**config.mk**
```make
export PLATFORM = sky130hd
export DESIGN_NAME = m_gate_sequencer
export DESIGN_NICKNAME = d
export VERILOG_FILES = /design/src/rtl/m_gate_sequencer_pkg.sv /design/src/rtl/m_hold_timer.sv /design/src/rtl/m_gate_sequencer.sv
export SDC_FILE = /design/constraint.sdc
export NUM_CORES = 1
export LEC_CHECK = 0
export ABC_AREA = 1
export BUFFER_PORTS_ARGS = -buffer_cell sky130_fd_sc_hd__buf_2
export CAP_MARGIN = 20
export CORE_MARGIN = 5
export CORE_UTILIZATION = 50
export DETAILED_ROUTE_END_ITERATION = 16
export GPL_ROUTABILITY_DRIVEN = 1
export PLACE_DENSITY_LB_ADDON = 0.15
export RECOVER_POWER = 50
export SYNTH_ARGS = -nofsm -noshare
export SYNTH_HDL_FRONTEND = slang
export SYNTH_SLANG_ARGS = --single-unit
export TNS_END_PERCENT = 100
```
**constraint.sdc**
```tcl
create_clock -name w_clk -period 4 [get_ports w_clk]
set_clock_uncertainty 0.2 [all_clocks]
set_input_delay 0.2 -clock w_clk [delete_from_list [all_inputs] [get_ports w_clk]]
set_output_delay 0.2 -clock w_clk [all_outputs]
set_load 0.01 [all_outputs]
```
**src/rtl/m_gate_sequencer_pkg.sv**
```systemverilog
// ============================================================================
// Module : m_gate_sequencer_pkg
// Brief  : State encoding, reference truth tables and timer sizing helper.
// Rev    : 1.0
// ============================================================================
`default_nettype none

package m_gate_sequencer_pkg;

  typedef enum logic [1:0] {
    S_IDLE   = 2'd0,
    S_SETTLE = 2'd1,
    S_SAMPLE = 2'd2,
    S_DONE   = 2'd3
  } state_t;

  // Bit i is the expected gate output for input vector i.
  localparam logic [3:0] c_truth_or2  = 4'b1110;
  localparam logic [3:0] c_truth_and2 = 4'b1000;
  localparam logic [3:0] c_truth_xor2 = 4'b0110;
  localparam logic [1:0] c_truth_buf1 = 2'b10;

  function automatic int timer_width(input int hold);
    return (hold > 1) ? $clog2(hold) : 1;
  endfunction

endpackage

`default_nettype wire

```
**src/rtl/m_hold_timer.sv**
```systemverilog
// ============================================================================
// Module : m_hold_timer
// Brief  : Loadable down-counter that flags zero; load value is HOLD-1.
// Rev    : 1.0
// ============================================================================
`default_nettype none

module m_hold_timer
  import m_gate_sequencer_pkg::*;
#(
  parameter int HOLD = 100
) (
  input  logic w_clk,
  input  logic w_rst,
  input  logic w_load,
  input  logic w_dec,
  output logic w_zero
);

  localparam int c_w = timer_width(HOLD);

  logic [c_w-1:0] r_cnt;

  always_ff @(posedge w_clk or posedge w_rst) begin
    if (w_rst) begin
      r_cnt <= '0;
    end else if (w_load) begin
      r_cnt <= c_w'(HOLD - 1);
    end else if (w_dec && !w_zero) begin
      r_cnt <= r_cnt - c_w'(1);
    end
  end

  assign w_zero = (r_cnt == '0);

endmodule

`default_nettype wire

```
**src/rtl/m_gate_sequencer.sv**
```systemverilog
// ============================================================================
// Module : m_gate_sequencer
// Brief  : Walks all input vectors of a gate under test and checks its output.
// Rev    : 1.0
// ============================================================================
`default_nettype none

module m_gate_sequencer
  import m_gate_sequencer_pkg::*;
#(
  parameter int                  N_IN  = 2,
  parameter int                  HOLD  = 100,
  parameter logic [2**N_IN-1:0]  TRUTH = 4'b1110
) (
  input  logic            w_clk,
  input  logic            w_rst,
  input  logic            w_start,
  input  logic            w_gate_out,
  output logic [N_IN-1:0] r_vec,
  output logic            w_busy,
  output logic            w_chk_valid,
  output logic            w_chk_pass,
  output logic            w_done,
  output logic [N_IN:0]   r_err_cnt,
  output logic            r_err
);

  localparam logic [N_IN-1:0] c_last = {N_IN{1'b1}};

  state_t r_state;
  logic   w_accept;
  logic   w_load;
  logic   w_dec;
  logic   w_zero;
  logic   w_match;

  assign w_accept = ((r_state == S_IDLE) || (r_state == S_DONE)) && w_start;
  assign w_load   = w_accept || ((r_state == S_SAMPLE) && (r_vec != c_last));
  assign w_dec    = (r_state == S_SETTLE);
  assign w_match  = (w_gate_out == TRUTH[r_vec]);

  m_hold_timer #(
    .HOLD (HOLD)
  ) u_hold_timer (
    .w_clk  (w_clk),
    .w_rst  (w_rst),
    .w_load (w_load),
    .w_dec  (w_dec),
    .w_zero (w_zero)
  );

  always_ff @(posedge w_clk or posedge w_rst) begin
    if (w_rst) begin
      r_state   <= S_IDLE;
      r_vec     <= '0;
      r_err_cnt <= '0;
      r_err     <= 1'b0;
    end else begin
      case (r_state)
        S_IDLE, S_DONE: begin
          if (w_start) begin
            r_state   <= S_SETTLE;
            r_vec     <= '0;
            r_err_cnt <= '0;
            r_err     <= 1'b0;
          end
        end
        S_SETTLE: begin
          if (w_zero) begin
            r_state <= S_SAMPLE;
          end
        end
        S_SAMPLE: begin
          if (!w_match) begin
            r_err_cnt <= r_err_cnt + (N_IN+1)'(1);
            r_err     <= 1'b1;
          end
          // The last vector is kept on r_vec so the final result stays readable.
          if (r_vec == c_last) begin
            r_state <= S_DONE;
          end else begin
            r_state <= S_SETTLE;
            r_vec   <= r_vec + N_IN'(1);
          end
        end
        default: r_state <= S_IDLE;
      endcase
    end
  end

  assign w_busy      = (r_state == S_SETTLE) || (r_state == S_SAMPLE);
  assign w_chk_valid = (r_state == S_SAMPLE);
  assign w_chk_pass  = (r_state == S_SAMPLE) && w_match;
  assign w_done      = (r_state == S_DONE);

endmodule

`default_nettype wire
```
==> reports/results.ini, run 1 <==
[logic_synthesis]
synth_cell_types=21
syn-cell-area_sq_um=940
syn_inst=118
synth.largest_area_cell=dfrtp_1
avgSynthCellArea_sq_um=7.96
yosysSeqAreaShare_pct=39.9
synth_area_leaders=dfrtp_1 (40%), nand2_1 (14%), ha_1 (9.3%)
synth_top_area_share_pct=39.9
ys_seq_elements=15
synth_warnings=0
synth.net_count=129

[route]
routed_wirelength_microns=1680
drtIter0Drc=17
via_per_inst=4.74
avgRoutedWirePerCell_microns=10.5
drc=0
first_pass_iters=4
ant_nets=0
vias=759

[placed_design]
gp_congestion=0.832
place_area_sq_um=1020
dp_hpwl_microns=1300
io_buffers=13

[power_and_ir_drop]
power.leakage_nw=0.570
ir_drop_mv=0.423
pwr_density_cell_nw_per_um2=823

[clock_network]
cts_sinks=15
clockBufferDepth=2
cts_buffers=3
cts_tree=built
root_buffer=clkbuf_4
clkTransAtPathRegs_ps=90
clock_latency_ps=290
h-tree-depth=1
cts_setup_buffers=0

[global_routing]
grt_pass1_vias=673
grt.total_usage_pct=14.0
grt_max_degree=16
overflow=0
antenna_found_initial=0
grt_pass1_wl_microns=2900

[floorplan]
rows=15
die_h_microns=53.4
core_area_sq_um=1760
initial_core_util_pct=53.3
ioPinCount=14
chipWidth_microns=53.4
dieArea_sq_um=2850

[finish]
antenna_cells=0
regArea_sq_um=375
fin_area_sq_um=1060
layout-drive-gt1-share_pct=17.8
layout.nets=147
fillers=187
synthToLayoutAreaGrowth_pct=12.4
final_common_cell=nand2_1
final_cell_mix=nand2_1 (36), inv_1 (16), dfrtp_1 (15)
multi_input_area_sq_um=489

[sta]
setup-tns-final_ps=0
max_freq_ghz=0.547
relSlewSlack_pct=61.9
hold_violations=0
grt_setup_unrepaired=no
worst_slew_pin_slew_ps=570
slew_violations=0
fin_crit_ps=1830
setup_viol=0
finalCritPeriodShare_pct=45.7

[critical_path]
cp_max_fo=12
cp.required_ps=3980
cp-end-kind=register
rr_worst_depth=8
start_kind=register
path_class=reg2reg
r2r_setup_slack_ps=2170
critPathArrivalTime_ps=1810

[worst_hold_path]
hold_depth=3
worstHoldPathType=in2reg

[run_status]
status=completed

[run]
maxCapViolCount=0

## what timing repair did
item / in CTS / in global routing
hold endpoints to repair: 15 / 0
hold buffers: 1 / 0
gates resized for setup: 0 / 0
## stage by stage
stage | total power [mW] | hold WS (ps) | instances | setup slack [ps] | utilization, %
6_report | 0.869 | 53.8 | 160 | 2170 | 59.9
2_1_floorplan | 0.686 | -98.5 | 118 | 2350 | -
3_5_place_dp | 0.786 | 89.8 | 155 | 2190 | 58.1
5_1_grt | 0.964 | 62.5 | 160 | 2040 | 59.9
4_1_cts | 0.880 | 53.6 | 160 | 2160 | 60.2
3_3_place_gp | 0.778 | 84.6 | 155 | 2220 | 58.1
## Yosys cell counts, drive strengths merged
| cell type | count |
|---|---|
| a21oi | 3 |
| xor2 | 2 |
| o21ai | 9 |
| nand4 | 1 |
| a31oi | 1 |
| nand3 | 13 |
| o31ai | 1 |
| inv | 17 |
| or2 | 1 |
| nor2 | 9 |
| nand2 | 38 |
| dfrtp | 15 |
| buf | 1 |
| ha | 7 |
## cells by family after synthesis
logic type | share of synthesized area, %
AO/OA/AOI/OAI | 10.7
adder cells (fa/ha/maj) | 9.32
buffers and inverters | 7.99
XOR/XNOR | 1.86
AND/OR/NAND/NOR | 30.2
flip-flops | 39.9
## state kept, by name (all words and copies together) (netlist names)
name / flops
r_err: 1
r_state: 2
r_err_cnt: 3
u_hold_timer.r_cnt: 7
r_vec: 2
## worst max-delay path: stages (launching register included)
cell and delay, ps:
dfrtp_1 410, inv_1 60, ha_1 290, inv_2 140, nor2_4 60, a21oi_4 300
nand2_4 130, nand3_1 90, nand2_1 50
## metal layers
| layer | track usage [%] | share of wire, % | routed length, microns | vias up |
|---|---|---|---|---|
| met2 | 22.2 | 46 | 772 | 9 |
| met3 | 3.38 | 2.2 | 37 | 2 |
| met4 | 5.11 | 1.0 | 17 | 0 |
| li1 | - | - | - | 411 |
| met5 | 0 | 0 | 0 | - |
| met1 | 18.3 | 51 | 850 | 337 |
## path summary, 6_finish.rpt
kind,startpoint,end
max reg2reg,r_state[0],u_hold_timer.r_cnt[4]
min reg2reg,r_err,r_err
max in group asynchronous,w_rst,r_vec[0]
min in group asynchronous,w_rst,u_hold_timer.r_cnt[0]
max,r_state[0],u_hold_timer.r_cnt[4]
min,w_start,u_hold_timer.r_cnt[6]
## cell type report
| cell class | instances | share of cell area, % |
|---|---|---|
| Inverter | 17 | 6.04 |
| Timing Repair Buffer | 14 | 6.52 |
| Clock buffer | 3 | 2.13 |
| Sequential cell | 15 | 35.5 |
| Tap cell | 25 | 2.96 |
| Clock inverter | 1 | 0.474 |
| Multi-Input combinational cell | 85 | 46.3 |
## report_power, final
| group | internal [mW] | switching [mW] |
|---|---|---|
| sequential | 0.216 | 0.0548 |
| clock | 0.0371 | 0.0530 |
| combinational | 0.186 | 0.322 |
| total | 0.439 | 0.430 |
Note: power is estimated with default switching activity, not from simulation.
==> inputs of run 2 (changes only) <==
--- a/config.mk
+++ b/config.mk
@@ -9,7 +9,7 @@
 export BUFFER_PORTS_ARGS = -buffer_cell sky130_fd_sc_hd__buf_2
 export CAP_MARGIN = 20
 export CORE_MARGIN = 5
-export CORE_UTILIZATION = 50
+export CORE_UTILIZATION = 49
 export DETAILED_ROUTE_END_ITERATION = 16
 export GPL_ROUTABILITY_DRIVEN = 1
 export PLACE_DENSITY_LB_ADDON = 0.15
==> constraint.sdc (replaced) <==
create_clock -name w_clk -period 1.5 [get_ports w_clk]
set_clock_uncertainty 0.2 [all_clocks]
set_input_delay 0.075 -clock w_clk [delete_from_list [all_inputs] [get_ports w_clk]]
set_output_delay 0.075 -clock w_clk [all_outputs]
set_load 0.01 [all_outputs]
==> reports/results.ini, run 2 (synthesized netlist as in run 1, its figures left out) <==
[placed_design]
io_buffers=13  ; unchanged
gp_congestion=0.769  ; -7.6%
place_area_sq_um=1150  ; +13%
dp_hpwl_microns=1530  ; +18%

[clock_network]
cts_tree=built
root_buffer=clkbuf_4
clockBufferDepth=2  ; unchanged
cts_sinks=15  ; unchanged
clock_latency_ps=290  ; about the same
h-tree-depth=1  ; unchanged
cts_buffers=3  ; unchanged
clkTransAtPathRegs_ps=100  ; about the same

[worst_hold_path]
worstHoldPathType=in2reg

[route]
ant_nets=0  ; unchanged
first_pass_iters=4  ; unchanged
via_per_inst=5.17  ; +9.0%
drtIter0Drc=15  ; -2
drc=0  ; unchanged
vias=941  ; +24%
avgRoutedWirePerCell_microns=14.6  ; +39%
routed_wirelength_microns=2660  ; +58%

[global_routing]
overflow=0  ; unchanged
grt_pass1_wl_microns=3720  ; +28%
grt_most_used_layer=met2
grt_pass1_vias=857  ; +27%
grt.total_usage_pct=17.7  ; +3.7 points
grt_max_degree=16  ; unchanged
grt_use_met1_pct=22.0  ; +3.7 points
antenna_found_initial=0  ; unchanged
use_met2_pct=30.8  ; +8.6 points
grtUsageMet3_pct=2.49  ; -0.89 points

[finish]
largest_reg_flops=7  ; unchanged
regMostFlops=u_hold_timer.r_cnt
antenna_cells=0  ; unchanged
final_util_pct=80.7  ; +21 points
top_regs=u_hold_timer.r_cnt x7, r_err_cnt x3
layout-drive-gt1-share_pct=47.8  ; +30 points
final_cell_mix=nand2_1 (29), dfrtp_1 (15), buf_4 (14)
final_common_cell=nand2_1
layout.nets=169  ; +15%
fin_area_sq_um=1440  ; +36%
synthToLayoutAreaGrowth_pct=53.1

[critical_path]
start_kind=register
crit_slowest_cell=dfrtp_1
cp-end-kind=register
path_class=reg2reg
cp_max_fo=8  ; -4
path_cells=inv_2 > ha_4 > a21oi_4 > buf_12 > nand2_8 > nand3_1 > nand2_1
worst-path-buf-inv=2  ; unchanged
cp.required_ps=1490  ; -2490 ps
critPathArrivalTime_ps=1620  ; -190 ps
crit_family=flip-flops
critPathMaxStageDelay_ps=390  ; -20 ps

[floorplan]
ioPinCount=14  ; unchanged
initial_core_util_pct=52.7  ; -0.56 points
die_h_microns=53.8  ; +0.82%
core_area_sq_um=1780  ; +1.1%
dieArea_sq_um=2890  ; +1.7%
rows=15  ; unchanged
chipWidth_microns=53.8  ; +0.82%

[sta]
hold_violations=0  ; unchanged
fin_ws_ps=-126  ; -2300 ps
relSlewSlack_pct=60.2  ; -1.7 points
setup_viol=16  ; +16
fin_crit_ps=1630  ; -204 ps
whs_ps=108  ; +54.1 ps
finalCritPeriodShare_pct=108  ; +63 points
slew_violations=0  ; unchanged
grt_setup_unrepaired=yes
worst_slew_pin_slew_ps=596  ; +25.6 ps
max_freq_ghz=0.615  ; +13%

[run_status]
status=complete, but fails checks
violations=negative setup slack

[power_and_ir_drop]
ir_drop_mv=1.52  ; +260%
pwr_density_cell_nw_per_um2=2530  ; +210%
power.leakage_nw=0.728  ; +28%

[run]
maxCapViolCount=0  ; unchanged

==> run 2: tightest hold or removal path: stages <==
cell	delay, ps
buf_2	120
nor2_4	130
o21ai_4	120
o21ai_1	120
==> run 2: layer usage <==
layer / routed length, microns / vias to the layer above / share of wire, %
li1: - / 459 / -
met1: 1080 / 433 / 41
met2: 1340 / 38 / 51
met3: 132 / 11 / 5.0
met4: 97 / 0 / 3.7
met5: 0 / - / 0
==> run 2: worst paths after layout <==
| check | slack (ps) | from | cells past startpoint | endpoint |
|---|---|---|---|---|
| worst max-delay path | -130 | r_state[0] | 7 | u_hold_timer.r_cnt[4] |
| worst min-delay path | 110 | w_gate_out | 4 | r_err_cnt[2] |
| worst max register to register | -130 | r_state[0] | 7 | u_hold_timer.r_cnt[4] |
| worst min register to register | 340 | r_err_cnt[2] | 2 | r_err_cnt[2] |
| max in group asynchronous | 540 | w_rst | 3 | r_err_cnt[0] |
| min in group asynchronous | 180 | w_rst | 3 | u_hold_timer.r_cnt[4] |
==> run 2: final cells by class <==
cell class,count,area (sq um)
repair buffers,36,307
inverters,17,71.3
clock buffers,4,26.3
fillers,114,344
multi-input cells,85,628
flip-flops and latches,15,375
well taps,25,31.3
==> run 2: stage by stage <==
stage                     setup slack, ps  TNS, ps  std cells  total power, mW
after floorplan                     -8.23    -8.23        118             1.91
after global placement              -47.7    -52.4        167             2.44
after detailed placement            -58.2     -377        167             2.49
after CTS                           -50.8     -279        180             3.19
after global routing                 -190    -2400        182             3.91
final                                -126    -1180        182             3.64
==> run 2: report_power, final <==
group	internal [mW]	switching [mW]	leakage (nW)
sequential	0.576	0.163	0.188
combinational	1.26	1.39	0.526
clock	0.104	0.143	0.0150
total	1.94	1.70	0.728
==> run 2: repair_timing <==
action / 4_1_cts / 5_1_grt
endpoints found under the hold margin: 16 / 0
gates resized for setup: 20 / 25
endpoints found under the setup margin: 15 / 17
hold buffers: 2 / 0
setup buffers: 6 / 2
gates cloned: 1 / 0
pin swaps: 7 / 9
==> inputs of run 3 (changes only) <==
--- a/config.mk
+++ b/config.mk
@@ -12,6 +12,7 @@
 export CORE_UTILIZATION = 49
 export DETAILED_ROUTE_END_ITERATION = 16
 export GPL_ROUTABILITY_DRIVEN = 1
+export GPL_TIMING_DRIVEN = 0
 export PLACE_DENSITY_LB_ADDON = 0.15
 export RECOVER_POWER = 50
 export SYNTH_ARGS = -nofsm -noshare
==> reports/results.ini, run 3 (synthesized netlist as in run 1, its figures left out) <==
[finish]
final_cell_mix=nand2_1 (26), buf_4 (15), dfrtp_1 (14)
largest_reg_flops=7  ; unchanged
fillers=114  ; unchanged
antenna_cells=0  ; unchanged
fin_cells=180  ; -1.1%
top_regs=u_hold_timer.r_cnt x7, r_err_cnt x3
layout.nets=167  ; -1.2%
regArea_sq_um=377  ; +0.33%
multi_input_area_sq_um=619  ; -1.4%
fin_area_sq_um=1380  ; -3.8%
regMostFlops=u_hold_timer.r_cnt
synthToLayoutAreaGrowth_pct=47.3
final_common_cell=nand2_1
final_util_pct=77.6  ; -3.1 points
layout-drive-gt1-share_pct=49.7  ; +1.9 points

[sta]
finalCritPeriodShare_pct=107  ; -1.0 points
fin_crit_ps=1610  ; -15.1 ps
grt_setup_unrepaired=yes
worst_slew_pin_slew_ps=598  ; +2.56 ps
relSlewSlack_pct=60.1  ; -0.17 points
max_freq_ghz=0.621  ; +0.94%
fin_ws_ps=-111  ; +15.1 ps
hold_violations=0  ; unchanged
slew_violations=0  ; unchanged
whs_ps=116  ; +8.33 ps
setup_viol=16  ; unchanged
setup-tns-final_ps=-1150  ; +34.5 ps

[critical_path]
startpoint=u_hold_timer.r_cnt[1]
cp.required_ps=1540  ; +50 ps
path_class=reg2reg
cp_max_fo=4  ; -4
r2r_start=u_hold_timer.r_cnt[1]
critPathArrivalTime_ps=1650  ; +30 ps
start_kind=register
cp-end-kind=register
r2r_setup_slack_ps=-110  ; +20 ps

[route]
drtIter0Drc=33  ; +18
ant_nets=0  ; unchanged
avgRoutedWirePerCell_microns=15.2  ; +4.4%
drc=0  ; unchanged
vias=949  ; +0.85%
routed_wirelength_microns=2740  ; +3.3%
first_pass_iters=4  ; unchanged
via_per_inst=5.27  ; +2.0%

[clock_network]
cts_sinks=15  ; unchanged
clock_latency_ps=300  ; about the same
clkTransAtPathRegs_ps=100  ; about the same
clockBufferDepth=2  ; unchanged
cts_buffers=3  ; unchanged
cts_tree=built
root_buffer=clkbuf_4
h-tree-depth=1  ; unchanged

[power_and_ir_drop]
ir_drop_mv=1.93  ; +27%
pwr_density_cell_nw_per_um2=2500  ; -1.2%
power.leakage_nw=0.699  ; -4.0%
p_total_mw=3.46  ; -5.0%

[global_routing]
grt.total_usage_pct=18.4  ; +0.71 points
grt_pass1_wl_microns=3710  ; -0.19%
overflow=0  ; unchanged
grt_pass1_vias=871  ; +1.6%
grt_max_degree=16  ; unchanged
antenna_found_initial=0  ; unchanged

[floorplan]
core_area_sq_um=1780  ; unchanged
initial_core_util_pct=52.7  ; unchanged
ioPinCount=14  ; unchanged
die_h_microns=53.8  ; unchanged
chipWidth_microns=53.8  ; unchanged
dieArea_sq_um=2890  ; unchanged
rows=15  ; unchanged

[placed_design]
dp_hpwl_microns=1380  ; -10%
io_buffers=13  ; unchanged
dp_cells=156  ; -6.6%
place_area_sq_um=1060  ; -7.9%
gp_congestion=0.817  ; +6.2%
dp_worst_setup_slack_ps=-115  ; -56.3 ps

[run_status]
status=complete, but fails checks
violations=negative setup slack

[run]
maxCapViolCount=0  ; unchanged

[worst_hold_path]
hold_path_startpoint=w_gate_out
worstHoldPathType=in2reg

-- run 3: final cells by class --
| cell class | count | share of cell area, % |
|---|---|---|
| multi-input combinational | 85 | 44.8 |
| sequential | 15 | 27.2 |
| timing repair buffer | 33 | 18.3 |
| inverter | 17 | 4.79 |
| tap | 25 | 2.26 |
| clock buffer | 4 | 1.90 |
| buffer | 1 | 0.814 |
-- run 3: final timing paths --
path	endpoint	cells after the start
min in group asynchronous	r_err	3
hold reg to reg	r_err	2
max in group asynchronous	r_state[1]	3
setup / recovery	u_hold_timer.r_cnt[2]	9
hold / removal	r_err_cnt[1]	4
setup reg to reg	u_hold_timer.r_cnt[2]	9
-- run 3: timing repair --
action,CTS,global route
cloned,1,0
hold buffers,2,0
endpoints found under the setup margin,16,18
setup buffers,10,7
hold endpoints to repair,18,0
resized for setup,8,33
pin swaps,2,12
-- run 3: worst max-delay path, stage by stage, from the launching register on --
cell	delay [ps]
dfrtp_1	410
inv_2	90
ha_4	160
inv_2	50
nor2_4	110
nand3_2	90
nand2_4	140
buf_4	130
nand3_1	70
nand2_1	90
-- run 3: routing by layer --
metal  GRT usage [%]  part of all wire [%]  vias to the layer above
met4            6.38                   2.3                        0
met1            20.0                    39                      459
met2            33.3                    54                       28
li1                -                     -                      454
met5               0                     0                        -
met3            5.82                   4.8                        8
-- run 3: power breakdown --
group	switching, mW	internal (mW)	total [mW]
Clock	0.139	0.104	0.242
Sequential	0.171	0.579	0.750
Combinational	1.34	1.12	2.47
Total	1.65	1.81	3.46
